**src/rtl/capture_pulse_trigger.sv**
```systemverilog
// Phase baseline tracker (shift-based IIR) and pulse-peak trigger feeding the capture2 snapshot buffer.
// Optional CAPTURE_PULSE_TRIGGER_TIMESTAMP_EN adds a valid-sample counter and the trig_time output.
module capture_pulse_trigger #(
   parameter int PHASE_W     = 16,
   parameter int FRAC_W      = 20,
   parameter int HOLDOFF_LEN = 64,
   parameter int MAX_RISE    = 255
) (
   input  logic                      user_clk,
   input  logic                      user_rst_n,
   input  logic [31:0]               base_kq_reg,
   input  logic [PHASE_W-1:0]        thresh,
   input  logic signed [PHASE_W-1:0] phase_in,
   input  logic                      phase_valid,
   output logic                      trig,
   output logic signed [PHASE_W:0]   trig_peak,
   output logic signed [PHASE_W-1:0] trig_base,
   output logic                      trig_forced,
   output logic signed [PHASE_W-1:0] baseline_out,
   output logic                      busy
`ifdef CAPTURE_PULSE_TRIGGER_TIMESTAMP_EN
   ,
   output logic [31:0]               trig_time
`endif
);

   localparam int ACC_W  = PHASE_W + FRAC_W + 1;
   localparam int EXT_W  = ACC_W + 1;
   localparam int KMAX   = 20;
   localparam int RISE_W = $clog2(MAX_RISE + 1);
   localparam int HOLD_W = (HOLDOFF_LEN > 1) ? $clog2(HOLDOFF_LEN) : 1;
   localparam logic [HOLD_W-1:0] HOLD_LAST  = HOLD_W'((HOLDOFF_LEN > 0) ? HOLDOFF_LEN - 1 : 0);
   localparam logic [RISE_W-1:0] RISE_LIMIT = RISE_W'(MAX_RISE);

   typedef enum logic [1:0] {S_IDLE, S_RISE, S_HOLDOFF} state_t;

   state_t                    state, state_next;
   logic signed [ACC_W-1:0]   acc;
   logic signed [EXT_W-1:0]   target_ext, diff_ext, step_ext, sum_ext;
   logic [4:0]                keff;
   logic                      track_en;
   logic signed [PHASE_W:0]   d;
   logic                      d_valid;
   logic signed [PHASE_W:0]   peak, peak_next;
   logic signed [PHASE_W-1:0] base, base_next;
   logic [RISE_W-1:0]         rise_cnt, rise_cnt_next;
   logic [HOLD_W-1:0]         hold_cnt, hold_cnt_next;
   logic                      above_thresh, rising, timeout;
   logic                      fire, fire_forced;
   logic                      unused_reg_bits;

   assign unused_reg_bits = ^base_kq_reg[30:5];

   // The filter only learns while idle, so pulses never pull the baseline toward themselves.
   always_comb begin
      keff = base_kq_reg[4:0];
      if (base_kq_reg[4:0] == 5'd0) begin
         keff = 5'd1;
      end else if (base_kq_reg[4:0] > 5'(KMAX)) begin
         keff = 5'(KMAX);
      end
      track_en   = !base_kq_reg[31] && (state == S_IDLE);
      target_ext = {{(EXT_W - PHASE_W - FRAC_W){phase_in[PHASE_W-1]}}, phase_in, {FRAC_W{1'b0}}};
      diff_ext   = target_ext - {acc[ACC_W-1], acc};
      step_ext   = diff_ext >>> keff;
      sum_ext    = {acc[ACC_W-1], acc} + step_ext;
   end

   always_ff @(posedge user_clk or negedge user_rst_n) begin
      if (!user_rst_n) begin
         acc          <= '0;
         baseline_out <= '0;
      end else if (phase_valid && track_en) begin
         acc          <= sum_ext[ACC_W-1:0];
         baseline_out <= sum_ext[FRAC_W +: PHASE_W];
      end
   end

   // Deviation is taken against the baseline as it stood before this sample's filter update.
   always_ff @(posedge user_clk or negedge user_rst_n) begin
      if (!user_rst_n) begin
         d       <= '0;
         d_valid <= 1'b0;
      end else begin
         d_valid <= phase_valid;
         if (phase_valid) begin
            d <= {baseline_out[PHASE_W-1], baseline_out} - {phase_in[PHASE_W-1], phase_in};
         end
      end
   end

   always_comb begin
      state_next    = state;
      peak_next     = peak;
      base_next     = base;
      rise_cnt_next = rise_cnt;
      hold_cnt_next = hold_cnt;
      fire          = 1'b0;
      fire_forced   = 1'b0;
      timeout       = 1'b0;
      above_thresh  = d > $signed({1'b0, thresh});
      rising        = d >= peak;
      if (d_valid) begin
         case (state)
            S_IDLE: begin
               if (above_thresh) begin
                  state_next    = S_RISE;
                  peak_next     = d;
                  base_next     = baseline_out;
                  rise_cnt_next = RISE_W'(1);
               end
            end
            S_RISE: begin
               if (rising) begin
                  peak_next     = d;
                  rise_cnt_next = rise_cnt + 1'b1;
               end
               // Timeout wins over a coincident drop so the forced flag is never lost.
               timeout = (rise_cnt_next >= RISE_LIMIT);
               if (!rising || timeout) begin
                  fire          = 1'b1;
                  fire_forced   = timeout;
                  state_next    = S_HOLDOFF;
                  hold_cnt_next = '0;
               end
            end
            S_HOLDOFF: begin
               if (hold_cnt == HOLD_LAST) begin
                  state_next = S_IDLE;
               end else begin
                  hold_cnt_next = hold_cnt + 1'b1;
               end
            end
            default: state_next = S_IDLE;
         endcase
      end
   end

   always_ff @(posedge user_clk or negedge user_rst_n) begin
      if (!user_rst_n) begin
         state       <= S_IDLE;
         peak        <= '0;
         base        <= '0;
         rise_cnt    <= '0;
         hold_cnt    <= '0;
         trig        <= 1'b0;
         trig_forced <= 1'b0;
         trig_peak   <= '0;
         trig_base   <= '0;
      end else begin
         state       <= state_next;
         peak        <= peak_next;
         base        <= base_next;
         rise_cnt    <= rise_cnt_next;
         hold_cnt    <= hold_cnt_next;
         trig        <= fire;
         trig_forced <= fire_forced;
         if (fire) begin
            trig_peak <= peak_next;
            trig_base <= base;
         end
      end
   end

   assign busy = (state != S_IDLE);

`ifdef CAPTURE_PULSE_TRIGGER_TIMESTAMP_EN
   logic [31:0] sample_cnt, d_time, peak_time;
   logic        peak_take;

   // Each deviation carries the counter value of the sample it came from.
   assign peak_take = d_valid && (((state == S_IDLE) && above_thresh) || ((state == S_RISE) && rising));

   always_ff @(posedge user_clk or negedge user_rst_n) begin
      if (!user_rst_n) begin
         sample_cnt <= '0;
         d_time     <= '0;
         peak_time  <= '0;
         trig_time  <= '0;
      end else begin
         if (phase_valid) begin
            sample_cnt <= sample_cnt + 32'd1;
            d_time     <= sample_cnt;
         end
         if (peak_take) begin
            peak_time <= d_time;
         end
         if (fire) begin
            trig_time <= peak_take ? d_time : peak_time;
         end
      end
   end
`endif

endmodule

```
**config.mk**
```make
export PLATFORM = sky130hd
export DESIGN_NAME = capture_pulse_trigger
export DESIGN_NICKNAME = d
export VERILOG_FILES = /design/src/rtl/capture_pulse_trigger.sv
export SDC_FILE = /design/constraint.sdc
export NUM_CORES = 1
export LEC_CHECK = 0
export BUFFER_PORTS_ARGS = -buffer_cell sky130_fd_sc_hd__buf_4
export CAP_MARGIN = 30
export CORE_MARGIN = 2
export CORE_UTILIZATION = 55
export DETAILED_ROUTE_END_ITERATION = 7
export PLACE_DENSITY = 0.75
export SETUP_SLACK_MARGIN = 0.15
export SLEW_MARGIN = 25
export SYNTH_ARGS = -nofsm -noshare
export SYNTH_HDL_FRONTEND = slang
export SYNTH_SLANG_ARGS = --single-unit
```
**constraint.sdc**
```tcl
create_clock -name user_clk -period 6.15 [get_ports user_clk]
set_clock_uncertainty 0.15 [all_clocks]
set_input_delay 0.615 -clock user_clk [delete_from_list [all_inputs] [get_ports user_clk]]
set_output_delay 0.615 -clock user_clk [all_outputs]
set_load 0.005 [all_outputs]
```
==> results.md, run 1 <==
* Synth Cell Area at between 10,000 and 15,000 sq um
* Leakage at between 7 and 8 nW
* Worst reg-to-reg path cell count at 18
* ANT cells at 0
* Register area share after synthesis at a little over a quarter
* Setup TNS Final at 0 ps
* Yosys top cell area share at ~27%
* Top-count cell post-synth: nand2_1
* Initial Utilization at between 50% and 60%
* Overflow after GRT at 0
* Cell taking the most area after synthesis: dfrtp_1
* Power Total at just under 10 mW
* Endpoints failing setup at 0
* Post-synthesis register bit count at about 140
* Clk buf depth at 2
* Worst-Margin Slew at ~1100 ps
* Root Buffer: clkbuf_16
* Number of synthesized flops with an enable pin at 0
* Clock transition at path regs at 70 ps
* FMAX at between 0.15 and 0.2 GHz
* Pre-Repair DR Iteration Count at 7
* Synth Area per Inst at between 8 and 9 sq um
* Clk sinks at around 140
* Syn Inst Count at 1,561
* Die width at around 160 microns
* 1st-iter DRT viols at roughly 1,200
* CTS H-Tree Depth at 4
* I/O Pins at roughly 120
* Vias per cell at about 6.2
* Post-detail-place hpwl at 29,100 microns
* Final slew viol count at 0
* Area Growth Syn to Fin at 26.6%
* Die Footprint at 24,400 sq um
* GRT Total Usage at 31.8%
* Die height at between 150 and 200 microns
* PortBufs at 92
* Top cells by area, synth: dfrtp_1 (27%), ha_1 (10%), o21ai_0 (5.6%), mux2_2 (5.4%), nand2_1 (5.1%)
* Layout cell share with drive strength beyond 1 at between 20% and 30%
* Rel. slew slack at about a quarter
* Antenna violations before repair at 1
* R2R setup slack at around 74 ps
* Routed WL per cell at ~19 microns
* Critical path required time at 6330 ps
* Status: finished, final reports clean
* FP Rows at 55
* Reg2reg end: acc[36]
* Pwr dens at between 600 and 700 nW/um^2
* Period Utilization, post-route at between 90 and 100%
* Number of global-route vias before repair at around 13,000
* Fin crit period at around 6000 ps
* DRC at 0
* Hold Fails Final Rpt at 0
* Worst hold margin at 85.4 ps
* CTS buffer count at 17
* Arr. time, crit path at 6260 ps
* Placed Area at approximately 15,000 sq um
* Peak VDD IR at 0.000464 V
* Syn_nets at 1,735
* Fillcell total at 1,782
* Final ANT Viol Nets at 0
* Final wirelength at 39,400 microns
* Final #Nets at between 1,500 and 2,000
* Yosys warnings at 0
* GP Congestion at roughly 0.95
* Origin of the critical flop-to-flop path: acc[2]
* Crit Path Max Fanout at 5
* Global-route wire length before repair at 62,000 microns
* HP Class: input port to async pin
* CTS tree: yes
* Dominant synthesized flop cell: dfrtp_1
* Post-synthesis async set-or-reset flop share at 100%
* Core Region at approximately 23,000 sq um
* Unrepaired setup endpoints after global routing: true
* Most instantiated cells after synthesis: nand2_1 (172), o21ai_0 (143), dfrtp_1 (139)
* Worst Setup Start Kind: flip-flop
* Largest net degree at the start of global routing at 85
* Netlist cell types at a little under 80
* Post-route cell area at around 16,000 sq um
* Clk Latency, worst-skew pair at about 440 ps
* Vias at about 13,000
* CP Capture Type: flip-flop
* # Max-Cap Violations at 0
* Setup CP Type: flip-flop to flip-flop
[routing by layer]
layer	up-vias	part of all wire (%)	GRT usage, %
met2	555	48	53.8
li1	6110	-	-
met4	2	3.0	10.9
met3	104	6.6	5.22
met1	6085	42	41.5
met5	-	0.033	0
[worst max-delay path: stages, from the launching register on]
cell,delay [ps]
dfrtp_1,390
or4_4,540
or4_4,550
o31a_1,340
buf_6,150
a2111oi_4,440
o31ai_2,120
buf_4,150
a211oi_1,230
a21oi_1,100
o21ai_0,370
buf_4,200
a21oi_1,70
ha_1,390
or2_2,300
a2111oi_0,990
o211ai_1,180
o31a_1,150
a21bo_1,160
[what timing repair did]
item / 4_1_cts / 5_1_grt
setup buffers: 9 / 11
endpoints found under the setup margin: 12 / 20
resized for setup: 35 / 73
pin swaps: 15 / 36
hold buffers: 0 / 0
[worst max path at each step]
stage | startpoint | end | slack [ps] | cells after the start
2_1_floorplan | acc[5] | acc[36] | 160 | 24
3_3_place_gp | phase_in[2] | baseline_out[14] | -220 | 23
3_5_place_dp | acc[1] | baseline_out[14] | -320 | 23
4_1_cts | acc[7] | baseline_out[9] | 140 | 25
5_1_grt | acc[1] | baseline_out[14] | -150 | 26
6_report | acc[2] | acc[36] | 70 | 18
[power by group]
part | total [mW] | switching, mW | internal, mW
logic | 6.97 | 3.69 | 3.28
registers | 1.65 | 0.343 | 1.31
clock network | 1.13 | 0.497 | 0.628
total | 9.75 | 4.53 | 5.22
[flip-flops by register name, indices dropped and copies added (netlist names), 8 cells and up]
signal and count:
acc 22, d 17, peak 17, trig_peak 17
base 16, trig_base 16, baseline_out 15, rise_cnt 8
[cell families after synthesis]
| kind of cell | share of synthesized area, % |
|---|---|
| AO/OA/AOI/OAI | 24.3 |
| XOR/XNOR | 4.47 |
| adder cells (fa/ha/maj) | 10.6 |
| buffers and inverters | 6.64 |
| flip-flops | 27.3 |
| multiplexers | 9.66 |
| AND/OR/NAND/NOR | 17.0 |
[per-stage QoR]
stage               instances  utilization, %  setup slack [ps]
floorplan                1561               -               156
global placement         2033            65.3              -217
detailed placement       2033            65.3              -320
CTS                      2074            69.0               142
global route             2086            70.9              -147
finish                   2086            70.9              73.8
[cells in the final DEF, fill, tap and decap left out, drive strengths merged, types with 16 or more instances in the layout]
master  instances
dfrtp         139
nor2b          16
o21ai         147
a21o           36
nor2          102
mux2i          49
xnor2          32
nand2         172
o21a           20
nand3          29
clkbuf         18
inv           103
mux2           63
buf           314
nand4          17
a21oi         108
ha            105
xor2           33
nor3           34
a211oi         19
[final cells by class]
| type | count | area [sq um] | area share [%] |
|---|---|---|---|
| inverter | 95 | 357 | 2.21 |
| timing repair buffer | 314 | 2410 | 15.0 |
| multi-input combinational | 1221 | 8890 | 55.2 |
| sequential | 139 | 3480 | 21.6 |
| tap | 285 | 357 | 2.21 |
| clock buffer | 18 | 439 | 2.73 |
| clock inverter | 14 | 176 | 1.10 |
(Power assumes the default switching activity.)
==> inputs of run 2 (changes only) <==
--- a/config.mk
+++ b/config.mk
@@ -5,12 +5,13 @@
 export SDC_FILE = /design/constraint.sdc
 export NUM_CORES = 1
 export LEC_CHECK = 0
+export ABC_AREA = 1
 export BUFFER_PORTS_ARGS = -buffer_cell sky130_fd_sc_hd__buf_4
 export CAP_MARGIN = 30
 export CORE_MARGIN = 2
 export CORE_UTILIZATION = 55
 export DETAILED_ROUTE_END_ITERATION = 7
-export PLACE_DENSITY = 0.75
+export PLACE_DENSITY = 0.74
 export SETUP_SLACK_MARGIN = 0.15
 export SLEW_MARGIN = 25
 export SYNTH_ARGS = -nofsm -noshare
==> run 2 against run 1 <==
Critical path depth rose by 8. Clock power is 5% lower. Worst setup slack improved by 480 ps. Count of clock-buffer cells in the layout grew 1. Die area increased by 6.0%. Wire length increased by 13%. Maximum frequency up 8.5%. Utilization fell by 9.4 points. Hold slack got worse by 9.0 ps. Final area shrank 7.4%. First-iteration DRC count is 12% higher. Global-route usage grew 2.7 points.
==> results.md, run 2 <==
* Status: finished, final reports clean
* Final #Nets at 2,346 (+20%)
* Switching Share at 55.7% (+9.2 points)
* Delay-heaviest family, CP: simple AND/OR/NAND/NOR gates
* HP Class: input port to async pin
* Root Buffer: clkbuf_16
* Largest net degree at the start of global routing at 91 (+7.1%)
* Rel. slew slack at 42.9% (+19 points)
* Setup CP Type: flip-flop to flip-flop
* FP Rows at 57 (+3.6%)
* Number of synthesized flops with an enable pin at 0 (unchanged)
* Antenna violations before repair at 0 (-1)
* 1st-iter DRT viols at 1,298 (+12%)
* CP Capture Type: flip-flop
* Clock share of power at 11.7% (+0.2 points)
* Dominant synthesized flop cell: dfrtp_1
* Commonest non-fill, non-tap cell in the layout: nand2_1
* Pre-Repair DR Iteration Count at 8 (+1)
* Global-route wire length before repair at 70,700 microns (+14%)
* CTS tree: yes
* Hold Fails Final Rpt at 0 (unchanged)
* Reg with most FFs: acc
* Endpoints failing setup at 0 (unchanged)
* Top-count cell post-synth: nand2_1
* Peak VDD IR at 0.000394 V (-15%)
* Clk sinks at 139 (unchanged)
* Unrepaired setup endpoints after global routing: false
* Most frequent cells in the layout: nand2_1 (620), nand3_1 (257), inv_1 (254)
* Arr. time, crit path at 5780 ps (-480 ps)
* Clk buf depth at 2 (unchanged)
* Seq pwr share at 18.9% (+1.9 points)
* Syn Inst Count at 2,124 (+36%)
* Critical Path Start: baseline_out[2]
* PortBufs at 92 (unchanged)
* Combinational power share at 69.4% (-2.1 points)
* # Max-Cap Violations at 0 (unchanged)
* Vias at 14,200 (+11%)
* Vias per cell at 5.67 (-7.9%)
* CP bufs+invs at 2 (-1)
* Final wirelength at 44,600 microns (+13%)
* Syn_nets at 2,298 (+32%)
* CP most frequent cell: nand2_1
* Critical path required time at 6330 ps (about the same)
* Netlist cell types at 49 (-38%)
* Fin crit period at 5600 ps (-478 ps)
* Net Switching at 5.10 mW (+12%)
* Cell taking the most area after synthesis: dfrtp_1
* Post-synthesis register bit count at 139 (unchanged)
* Die Footprint at 25,800 sq um (+6.0%)
* GRT Total Usage at 34.6% (+2.7 points)
* Layout cell share with drive strength beyond 1 at 8.15% (-20 points)
* Overflow after GRT at 0 (unchanged)
* ANT cells at 0 (unchanged)
* Clock transition at path regs at 80 ps (about the same)
* Slowest cell delay on critical path at 600 ps (-390 ps)
* Period Utilization, post-route at 91.0% (-7.8 points)
* Crit Path Max Fanout at 8 (+3)
* Clk Latency, worst-skew pair at 450 ps (about the same)
* Routed WL per cell at 17.8 microns (-5.8%)
* Post-detail-place hpwl at 35,600 microns (+22%)
* Origin of the critical flop-to-flop path: baseline_out[2]
* Worst-Margin Slew at 857 ps (-260 ps)
* Synth Area per Inst at 6.36 sq um (-22%)
* Max reg flops at 22 (unchanged)
* Yosys warnings at 0 (unchanged)
* GP Congestion at 0.968 (+1.6%)
* Most instantiated cells after synthesis: nand2_1 (620), nand3_1 (257), inv_1 (255)
* Pwr dens at 613 nW/um^2 (+1.3%)
* # Post-CTS Setup Buffers at 0 (-9)
* Post-synthesis async set-or-reset flop share at 100% (unchanged)
* CTS resizes at 0 (-100%)
* Initial Utilization at 55.7% (-0.33 points)
* DRC at 0 (unchanged)
* Number of global-route vias before repair at 13,500 (+8.0%)
* Power Internal at 4.05 mW (-22%)
* Die width at 161 microns (+3.0%)
* Leakage at 7.86 nW (+2.7%)
* I/O Pins at 119 (unchanged)
* Final slew viol count at 0 (unchanged)
* Cts hold-fix bufs at 0 (unchanged)
* Setup TNS Final at 0 ps (unchanged)
* CTS buffer count at 17 (unchanged)
* Core Region at 24,200 sq um (+6.8%)
* Synth Cell Area at 13,500 sq um (+6.2%)
* FMAX at 0.179 GHz (+8.5%)
* Final ANT Viol Nets at 0 (unchanged)
* Die height at 161 microns (+3.0%)
* R2R setup slack at 550 ps (+480 ps)
* Post-layout util at 61.5% (-9.4 points)
* Top cells by area, synth: dfrtp_1 (26%), nand2_1 (17%), ha_1 (9.7%), nand3_1 (9.5%), inv_1 (7.1%)
* Fillcell total at 2,368 (+33%)
* Yosys top cell area share at 25.7% (-1.6 points)
* CP max-delay cell: nor4_1
* Area Growth Syn to Fin at 10.4%
* Register area share after synthesis at 25.7% (-1.6 points)
* CTS H-Tree Depth at 4 (unchanged)
* Worst Setup Start Kind: flip-flop
[run 2: cells by family after synthesis]
logic type | synth area share, %
simple gates | 35.1
compound gates | 15.0
buf+inv | 10.3
flops | 25.7
fa+ha+maj | 10.0
xor+xnor | 3.76
mux | 0.0741
[run 2: worst paths after layout]
path / to / cells after the start
hold reg to reg: trig_base[7] / 2
max in group asynchronous: baseline_out[11] / 2
min in group user_clk: d_valid / 1
setup / recovery: acc[36] / 26
hold / removal: rise_cnt[6] / 1
setup reg to reg: acc[36] / 26
[run 2: power groups by stage]
stage                     clock, mW  sequential [mW]  combinational, mW
after floorplan                   0             1.56               4.61
after global placement            0             1.71               6.11
after detailed placement          0             1.72               6.22
after CTS                      1.07             1.71               6.27
after global routing           1.10             1.76               7.12
final                          1.07             1.73               6.35
[run 2: final cells by class]
type / instances / area (sq um) / share of cell area [%]
clock buffers: 19 / 443 / 2.97
flip-flops and latches: 139 / 3480 / 23.3
clock inverters: 13 / 133 / 0.889
well taps: 324 / 405 / 2.72
multi-input cells: 1644 / 8650 / 58.0
inverters: 262 / 986 / 6.61
repair buffers: 108 / 822 / 5.51
[run 2: layer usage]
metal / wire length [microns] / share of wire (%) / global-route usage [%] / up-vias
li1: - / - / - / 7055
met1: 19200 / 43 / 44.5 / 6626
met2: 21700 / 49 / 60.3 / 473
met3: 2340 / 5.3 / 4.26 / 83
met4: 1420 / 3.2 / 11.9 / 0
met5: 0 / 0 / 0 / -
[run 2: through the flow]
stage               instance area, sq um  hold slack (ps)  instances  setup slack [ps]  power, mW
floorplan                          13500              169       2124              1850       6.17
global placement                   14300              304       2476               541       7.82
detailed placement                 14300              307       2477               564       7.94
CTS                                14900              151       2509               729       9.05
global route                       14900              162       2509               224       9.99
finish                             14900             76.4       2509               551       9.15
